===== config.mk =====
export PLATFORM = sky130hd
export DESIGN_NAME = pds_arb
export DESIGN_NICKNAME = d
export VERILOG_FILES = /design/src/rtl/pds_pkg.sv /design/src/rtl/pds_rr_picker.sv /design/src/rtl/pds_arb.sv
export SDC_FILE = /design/constraint.sdc
export NUM_CORES = 1
export LEC_CHECK = 0
export ABC_AREA = 1
export BUFFER_PORTS_ARGS = -buffer_cell sky130_fd_sc_hd__buf_2
export CORE_MARGIN = 2
export CORE_UTILIZATION = 50
export CTS_CLUSTER_DIAMETER = 150
export DETAILED_ROUTE_END_ITERATION = 6
export PLACE_DENSITY_LB_ADDON = 0.15
export RECOVER_POWER = 25
export SLEW_MARGIN = 20
export SYNTH_ARGS = -nofsm -noshare
export SYNTH_HDL_FRONTEND = slang
export SYNTH_SLANG_ARGS = --single-unit

===== constraint.sdc =====
create_clock -name clk -period 5.2 [get_ports clk]
set_clock_uncertainty 0.2 [all_clocks]
set_input_delay 0.52 -clock clk [delete_from_list [all_inputs] [get_ports clk]]
set_output_delay 0.52 -clock clk [all_outputs]
set_load 0.01 [all_outputs]

===== src/rtl/pds_pkg.sv =====
// Shared types and widths for the PDS request arbiter: packet layout and FSM states.
package pds_pkg;

  localparam int SRC_W  = 4;
  localparam int TGT_W  = 4;
  localparam int DATA_W = 8;
  localparam int PKT_W  = SRC_W + TGT_W + DATA_W;

  typedef struct packed {
    logic [SRC_W-1:0]  source;
    logic [TGT_W-1:0]  target;
    logic [DATA_W-1:0] data;
  } pds_pkt_t;

  typedef enum logic [1:0] {
    IDLE      = 2'd0,
    ISSUE     = 2'd1,
    WAIT_RESP = 2'd2,
    GAP       = 2'd3
  } pds_arb_state_e;

  // Index width for a requester count; at least one bit even for degenerate counts.
  function automatic int idx_w(input int n);
    return (n > 1) ? $clog2(n) : 1;
  endfunction

endpackage


===== src/rtl/pds_rr_picker.sv =====
// Combinational round-robin selector: first set req bit at or above ptr, wrapping.
module pds_rr_picker
  import pds_pkg::*;
#(
  parameter int N_REQ = 4,
  parameter int IDX_W = idx_w(N_REQ)
) (
  input  logic [N_REQ-1:0] req,
  input  logic [IDX_W-1:0] ptr,
  output logic [N_REQ-1:0] win_oh,
  output logic [IDX_W-1:0] win_idx,
  output logic             win_any
);

  int               pos;
  logic [IDX_W-1:0] pos_idx;

  always_comb begin
    win_oh  = '0;
    win_idx = '0;
    win_any = 1'b0;
    pos     = 0;
    pos_idx = '0;
    for (int i = 0; i < N_REQ; i++) begin
      pos = int'(ptr) + i;
      if (pos >= N_REQ) pos = pos - N_REQ;
      pos_idx = IDX_W'(pos);
      if (!win_any && req[pos_idx]) begin
        win_any         = 1'b1;
        win_oh[pos_idx] = 1'b1;
        win_idx         = pos_idx;
      end
    end
  end

endmodule


===== src/rtl/pds_arb.sv =====
// Round-robin sequencer sharing one PDS input port among N_REQ requesters,
// one outstanding packet at a time, with response routing and timeout.
module pds_arb
  import pds_pkg::*;
#(
  parameter int N_REQ   = 4,
  parameter int TIMEOUT = 16
) (
  input  logic                   clk,
  input  logic                   reset,
  input  logic [N_REQ-1:0]       req,
  input  logic [N_REQ*PKT_W-1:0] pkt,
  output logic [N_REQ-1:0]       gnt,
  output logic [N_REQ-1:0]       rsp_valid,
  output logic [PKT_W-1:0]       rsp_data,
  output logic [N_REQ-1:0]       timeout_err,
  output logic                   stray_err,
  output logic [PKT_W-1:0]       data_ip,
  output logic                   valid_up,
  input  logic [PKT_W-1:0]       data_op,
  input  logic                   valid_op,
  output logic                   busy
);

  localparam int IDX_W  = idx_w(N_REQ);
  localparam int TCNT_W = $clog2(TIMEOUT + 1);
  localparam logic [TCNT_W-1:0] TCNT_LAST = TCNT_W'(TIMEOUT - 1);
  localparam logic [IDX_W-1:0]  IDX_LAST  = IDX_W'(N_REQ - 1);

  pds_arb_state_e    state, next_state;
  logic [IDX_W-1:0]  ptr, owner, ptr_next;
  logic [TCNT_W-1:0] tcnt;
  logic              tcnt_done;

  logic [N_REQ-1:0]  win_oh, owner_oh;
  logic [IDX_W-1:0]  win_idx;
  logic              win_any;
  logic [PKT_W-1:0]  win_raw;
  pds_pkt_t          issue_pkt;

  logic [N_REQ-1:0]  gnt_d, rsp_valid_d, timeout_err_d;
  logic              valid_up_d, stray_d, capture_d;

  pds_rr_picker #(
    .N_REQ (N_REQ),
    .IDX_W (IDX_W)
  ) u_picker (
    .req     (req),
    .ptr     (ptr),
    .win_oh  (win_oh),
    .win_idx (win_idx),
    .win_any (win_any)
  );

  // Winner's packet with the source field forced to the requester index.
  always_comb begin
    win_raw = '0;
    for (int i = 0; i < N_REQ; i++) begin
      win_raw = win_raw | (pkt[i*PKT_W +: PKT_W] & {PKT_W{win_oh[i]}});
    end
    issue_pkt        = pds_pkt_t'(win_raw);
    issue_pkt.source = SRC_W'(win_idx);
  end

  always_comb begin
    owner_oh = '0;
    for (int i = 0; i < N_REQ; i++) begin
      owner_oh[i] = (owner == IDX_W'(i));
    end
  end

  assign ptr_next  = (owner == IDX_LAST) ? '0 : owner + IDX_W'(1);
  assign tcnt_done = (tcnt == TCNT_LAST);

  always_ff @(posedge clk) begin
    if (reset) state <= IDLE;
    else       state <= next_state;
  end

  always_comb begin
    next_state = state;
    case (state)
      IDLE:      if (win_any) next_state = ISSUE;
      ISSUE:     next_state = valid_op ? GAP : WAIT_RESP;
      WAIT_RESP: if (valid_op || tcnt_done) next_state = GAP;
      GAP:       next_state = IDLE;
      default:   next_state = IDLE;
    endcase
  end

  // Next-cycle values of the registered outputs; a response on the last wait
  // cycle takes priority over the timeout.
  always_comb begin
    gnt_d         = '0;
    valid_up_d    = 1'b0;
    rsp_valid_d   = '0;
    timeout_err_d = '0;
    stray_d       = 1'b0;
    capture_d     = 1'b0;
    case (state)
      IDLE: begin
        stray_d = valid_op;
        if (win_any) begin
          gnt_d      = win_oh;
          valid_up_d = 1'b1;
        end
      end
      ISSUE: begin
        if (valid_op) begin
          rsp_valid_d = owner_oh;
          capture_d   = 1'b1;
        end
      end
      WAIT_RESP: begin
        if (valid_op) begin
          rsp_valid_d = owner_oh;
          capture_d   = 1'b1;
        end else if (tcnt_done) begin
          timeout_err_d = owner_oh;
        end
      end
      GAP: stray_d = valid_op;
      default: ;
    endcase
  end

  always_ff @(posedge clk) begin
    if (reset) begin
      gnt         <= '0;
      valid_up    <= 1'b0;
      rsp_valid   <= '0;
      timeout_err <= '0;
      stray_err   <= 1'b0;
      rsp_data    <= '0;
      data_ip     <= '0;
      busy        <= 1'b0;
      ptr         <= '0;
      owner       <= '0;
      tcnt        <= '0;
    end else begin
      gnt         <= gnt_d;
      valid_up    <= valid_up_d;
      rsp_valid   <= rsp_valid_d;
      timeout_err <= timeout_err_d;
      stray_err   <= stray_d && !stray_err;
      busy        <= (next_state != IDLE);
      if (capture_d) rsp_data <= data_op;
      if (state == IDLE && win_any) begin
        owner   <= win_idx;
        data_ip <= issue_pkt;
      end
      if (state == ISSUE) begin
        ptr  <= ptr_next;
        tcnt <= '0;
      end
      if (state == WAIT_RESP && next_state == WAIT_RESP) tcnt <= tcnt + TCNT_W'(1);
    end
  end

endmodule


==> results.py, run 1 <==
metrics = {
    "run_status": {
        "outcome": "finished clean",
    },
    "sta": {
        "fin_tns_setup_ns": 0,
        "setup_viol": 0,
        "hold_viol_final": 0,
        "worstMarginPinSlew_ns": 0.809,
        "post-route-period-util_pct": 52.2,
        "max_freq_mhz": 369,
        "slew_viol_final": 0,
        "rsz0062_at_grt": "no",
        "layout_min_cycle_time_ns": 2.71,
        "max_slew_margin_pct": 46.0,
    },
    "clock_network": {
        "cts_sinks": 54,
        "h-tree-depth": 2,
        "cts_tree": "built",
        "path_clk_slew_ns": 0.10,
        "cts_made_buffers": 5,
        "clkLatencyLatePin_ns": 0.32,
        "cts_hold_buf": 0,
        "cts-root-buf": "clkbuf_8",
        "cts_setup_buffers": 0,
        "post_cts_resized": 0,
        "clock_path_buffers": 2,
    },
    "synthesis": {
        "ys_seq_area_share_pct": 39.6,
        "synth_area_mm2": 0.00273,
        "synth_cells": 391,
        "synthDistinctLibCells": 31,
        "synth_area_per_cell_um2": 6.99,
        "yosysWarningCount": 0,
        "ys_ff_latch": 54,
    },
    "detailed_routing": {
        "dr.pass1.iters": 4,
        "viasPerCell": 4.92,
        "wl_per_cell_um": 11.6,
        "route.vias.total": 2812,
        "first_iter_violations": 126,
        "routed_wl_um": 6640,
        "dr_wl_met3_um": 581,
        "met2_length_um": 3180,
        "antenna_left": 0,
        "top_layer": "met4",
        "drc": 0,
        "wl_met1_um": 2820,
    },
    "setup_path": {
        "setup.worst_path.start": "ptr[0]",
        "crit_end": "data_ip[2]",
        "cp-end-kind": "flop",
        "worstReg2RegEnd": "data_ip[2]",
        "criticalPathCategory": "reg2reg",
        "arrival_ns": 2.77,
        "cp_max_fo": 13,
        "r2r_start": "ptr[0]",
        "reg2reg_setup_slack_ns": 2.49,
        "start_kind": "flop",
        "rr_worst_depth": 13,
        "cp.required_ns": 5.26,
    },
    "finish": {
        "fin_util_pct": 64.9,
        "syn2layout_area_growth_pct": 23.6,
        "layout.nets": 603,
        "layout-drive-gt1-share_pct": 23.6,
        "num_antenna_cells": 0,
        "final_cell_mix": "100 x nand2_1, 94 x buf_2, 71 x nor2_1",
        "final_common_cell": "nand2_1",
    },
    "global_routing": {
        "grt_max_degree": 34,
        "grt_pass1_vias": 2423,
        "track_usage_pct": 21.9,
        "antenna_found_initial": 0,
        "grt_pass1_wl_um": 10700,
        "grt.overflow.total": 0,
    },
    "placement": {
        "post-dp-hpwl_um": 5020,
        "gp_congestion": 0.865,
        "io_buffers": 115,
    },
    "flow_run": {
        "maxCapViolations": 0,
    },
    "floorplan": {
        "die_x_um": 77.9,
        "dieHeight_um": 77.9,
        "core-area_mm2": 0.00520,
        "start_util_pct": 52.5,
        "ios": 134,
        "rows": 26,
        "die_area_mm2": 0.00607,
    },
    "power": {
        "ir_drop_mv": 0.260,
        "power-per-cell-area_mw_per_mm2": 606,
        "p_leak_nw": 1.71,
    },
    "worst_hold_path": {
        "min_path_type": "reg2reg",
    },
}
==> metrics by stage <==
step	power [mW]	instance area (um^2)	setup WS [ns]	instances	hold slack [ns]
4_1_cts	2.07	3400	2.52	571	0.232
3_3_place_gp	1.80	3310	2.55	563	0.199
2_1_floorplan	1.54	2740	2.94	392	0.256
6_report	2.05	3380	2.49	571	0.231
3_5_place_dp	1.82	3310	2.53	563	0.215
5_1_grt	2.26	3380	2.24	571	0.249
==> final cells by class <==
cell class | instances | area (um^2)
repair buffers | 115 | 549
multi-input cells | 290 | 1440
flip-flops and latches | 54 | 1080
well taps | 70 | 87.6
inverters | 34 | 128
clock inverters | 3 | 26.3
fillers | 513 | 1830
clock buffers | 5 | 68.8
==> power by group <==
group          total [mW]  internal, mW  switching (mW)
combinational        1.18         0.387           0.791
clock               0.248        0.0994           0.148
sequential          0.620         0.547          0.0732
==> flip-flops by register name, summed over array words and instances (netlist names) <==
register / count
rsp_data: 16
data_ip: 12
tcnt: 5
gnt: 4
rsp_valid: 4
timeout_err: 4
owner: 2
ptr: 2
state: 2
busy: 1
stray_err: 1
valid_up: 1
==> cells by family (layout without fill, tap and decap cells) <==
kind of cell	Yosys count	after routing	synth area share (%)
buffers and inverters	48	157	8.01
other	1	2	0.137
xor gates and xnor gates	1	1	0.321
AOI/OAI and AO/OA	51	51	10.2
DFF	54	54	39.6
and+or+nand+nor	220	220	34.5
adders and majority gates	16	16	7.33
==> per-layer routing <==
metal	vias to the layer above	GRT usage, %
li1	1455	-
met1	1244	26.7
met2	106	37.5
met3	7	6.05
met4	0	6.84
met5	-	0
==> critical path: stages, from the launching register on <==
cell	delay, ns
dfxtp_1	0.56
inv_2	0.17
ha_1	0.40
inv_1	0.12
nand3_1	0.08
nand2_1	0.12
nand3_2	0.13
nor2_2	0.19
nand2_1	0.10
nand3_2	0.24
nand2_1	0.08
nand3_1	0.13
nor2_1	0.05
nor2_1	0.07
==> cell usage after synthesis <==
cell type | n | area (um^2)
conb_1 | 1 | 3.75
ha_1 | 16 | 200
clkinv_1 | 2 | 7.51
a211oi_1 | 1 | 7.51
nand2_2 | 2 | 12.5
buf_4 | 4 | 30.0
nor2_2 | 3 | 18.8
o31ai_1 | 1 | 7.51
xor2_1 | 1 | 8.76
or2_2 | 1 | 6.26
o211ai_1 | 3 | 22.5
buf_2 | 1 | 5.00
inv_1 | 29 | 109
a22oi_1 | 1 | 7.51
nand3_1 | 26 | 130
a21boi_0 | 2 | 15.0
nor2_1 | 71 | 267
nor3_1 | 2 | 10.0
dfxtp_1 | 54 | 1080
a21oi_1 | 11 | 55.1
inv_2 | 3 | 11.3
nor4_1 | 1 | 6.26
o21ai_1 | 1 | 5.00
a21boi_1 | 1 | 7.51
nand4_1 | 5 | 31.3
nand2_1 | 100 | 375
nand3_2 | 7 | 70.1
buf_6 | 3 | 33.8
clkbuf_1 | 6 | 22.5
nand3b_1 | 2 | 15.0
o21ai_0 | 30 | 150
==> how the worst min path moves through the flow <==
| stage | start | endpoint | slack, ns | depth (start not counted) |
|---|---|---|---|---|
| after floorplan | stray_err | stray_err | 0.26 | 1 |
| after CTS | stray_err | stray_err | 0.23 | 1 |
| after global placement | stray_err | stray_err | 0.20 | 1 |
| after global routing | data_op[13] | rsp_data[13] | 0.25 | 3 |
| after detailed placement | stray_err | stray_err | 0.22 | 1 |
| final | stray_err | stray_err | 0.23 | 1 |
No activity file was read; power rests on OpenSTA's default activity.
==> run 2, diff against run 1 <==
CORE_UTILIZATION = 46   (was 50)
clock period = 2.7 ns   (was 5.2 ns; I/O delays follow)
==> results.py, run 2 (synthesis results as in run 1) <==
metrics = {
    "run_status": {
        "outcome": "finished clean",
    },
    "finish": {
        "largest_register_ffs": 16,
        "num_antenna_cells": 0,
        "final_cell_mix": "100 x nand2_1, 91 x buf_2, 71 x nor2_1",
        "fillerInstances": 612,
        "syn2layout_area_growth_pct": 25.5,
        "layout-drive-gt1-share_pct": 24.2,
        "reg_top3": "rsp_data x16, data_ip x12, tcnt x5",
        "seqCellArea_mm2": 0.00108,
        "multi_input_area_mm2": 0.00144,
        "layout.nets": 611,
        "postLayoutCellArea_mm2": 0.00343,
        "final_common_cell": "nand2_1",
        "largest-register": "rsp_data",
    },
    "floorplan": {
        "rows": 28,
        "die_area_mm2": 0.00657,
        "die_x_um": 81.1,
        "start_util_pct": 47.0,
        "dieHeight_um": 81.1,
        "core-area_mm2": 0.00582,
        "ios": 134,
    },
    "placement": {
        "gp_congestion": 0.894,
        "dp_slack_ns": 0.278,
        "post-dp-hpwl_um": 5000,
        "dpl_cell_area_mm2": 0.00337,
        "io_buffers": 115,
    },
    "setup_path": {
        "arrival_ns": 2.37,
        "cp_max_fo": 13,
        "start_kind": "flop",
        "rr_worst_depth": 12,
        "criticalPathCategory": "reg2reg",
        "cp.required_ns": 2.70,
        "cp-end-kind": "flop",
    },
    "detailed_routing": {
        "routed_wl_um": 6560,
        "dr.pass1.iters": 4,
        "wl_per_cell_um": 11.3,
        "antenna_left": 0,
        "first_iter_violations": 106,
        "route.vias.total": 2714,
        "viasPerCell": 4.66,
        "drc": 0,
    },
    "worst_hold_path": {
        "min_path_type": "in2reg",
        "whs_path_depth": 3,
    },
    "sta": {
        "hold_viol_final": 0,
        "slew_viol_final": 0,
        "layout_setup_ws_ns": 0.328,
        "setup_viol": 0,
        "post-route-period-util_pct": 87.8,
        "max_freq_mhz": 422,
        "fin_tns_setup_ns": 0,
        "rsz0062_at_grt": "no",
        "layout_min_cycle_time_ns": 2.37,
    },
    "global_routing": {
        "grt_pass1_wl_um": 10800,
        "track_usage_pct": 20.4,
        "use_met1_pct": 25.3,
        "grt_pass1_vias": 2480,
        "antenna_found_initial": 0,
        "grt_max_degree": 28,
        "grt.met2_usage_pct": 36.7,
        "grt_use_met3_pct": 3.11,
        "grt.overflow.total": 0,
        "grt.busiest_layer": "met2",
    },
    "flow_run": {
        "maxCapViolations": 0,
    },
    "clock_network": {
        "cts_tree": "built",
        "h-tree-depth": 2,
        "clock_path_buffers": 2,
        "path_clk_slew_ns": 0.10,
        "cts_sinks": 54,
        "clkLatencyLatePin_ns": 0.30,
        "cts_hold_buf": 0,
        "post_cts_resized": 0,
        "cts_setup_buffers": 0,
        "cts-root-buf": "clkbuf_8",
        "cts_made_buffers": 5,
    },
    "power": {
        "power-per-cell-area_mw_per_mm2": 1170,
        "ir_drop_mv": 0.486,
        "p_leak_nw": 1.73,
        "power_mw": 4.00,
    },
}
==> run 2: cell count changes in the layout (fill, tap and decap cells not counted), sizes merged <==
cell,change
buf,+5
inv,-1
clkbuf,+3
==> run 2: metrics by stage <==
stage          hold WS [ns]  std cells  utilization [%]
2_1_floorplan         0.149        392                -
3_3_place_gp          0.204        576             58.0
3_5_place_dp          0.219        576             58.0
4_1_cts             0.00931        583             59.4
5_1_grt              0.0215        583             59.0
6_report             0.0169        583             59.0
==> run 2: worst paths after layout <==
check / startpoint / to / slack (ns)
worst max-delay path: ptr[1] / data_ip[6] / 0.33
worst min-delay path: data_op[12] / rsp_data[12] / 0.02
worst max register to register: ptr[1] / data_ip[6] / 0.33
worst min register to register: stray_err / stray_err / 0.23
==> run 2: area by class of cell <==
type,instances,area share [%]
clock buffer,5,2.01
tap,75,2.74
timing repair buffer,123,17.7
inverter,34,3.79
clock inverter,2,0.401
sequential,54,31.5
multi-input combinational,290,41.9
==> run 2: power by group <==
part	switching [mW]	leakage [nW]	internal (mW)
sequential	0.130	0.444	1.06
clock	0.256	0.0444	0.180
combinational	1.55	1.24	0.832
total	1.93	1.73	2.07
==> run 2: per-layer routing <==
layer / wire length, um / share of wire [%]
met1: 3040 / 46
met2: 3110 / 47
met3: 333 / 5.1
met4: 72 / 1.1
met5: 0 / 0
==> run 2: worst max-delay path, stage by stage, from the launching register on <==
cell and delay, ns:
dfxtp_2 0.41, inv_1 0.07, ha_1 0.35, inv_1 0.11, nand3_1 0.09, nand2_1 0.11
nor2_2 0.08, a21oi_1 0.16, nand3_2 0.26, nand2_1 0.14, nand3_1 0.10, nor2_1 0.13
nor2_1 0.05
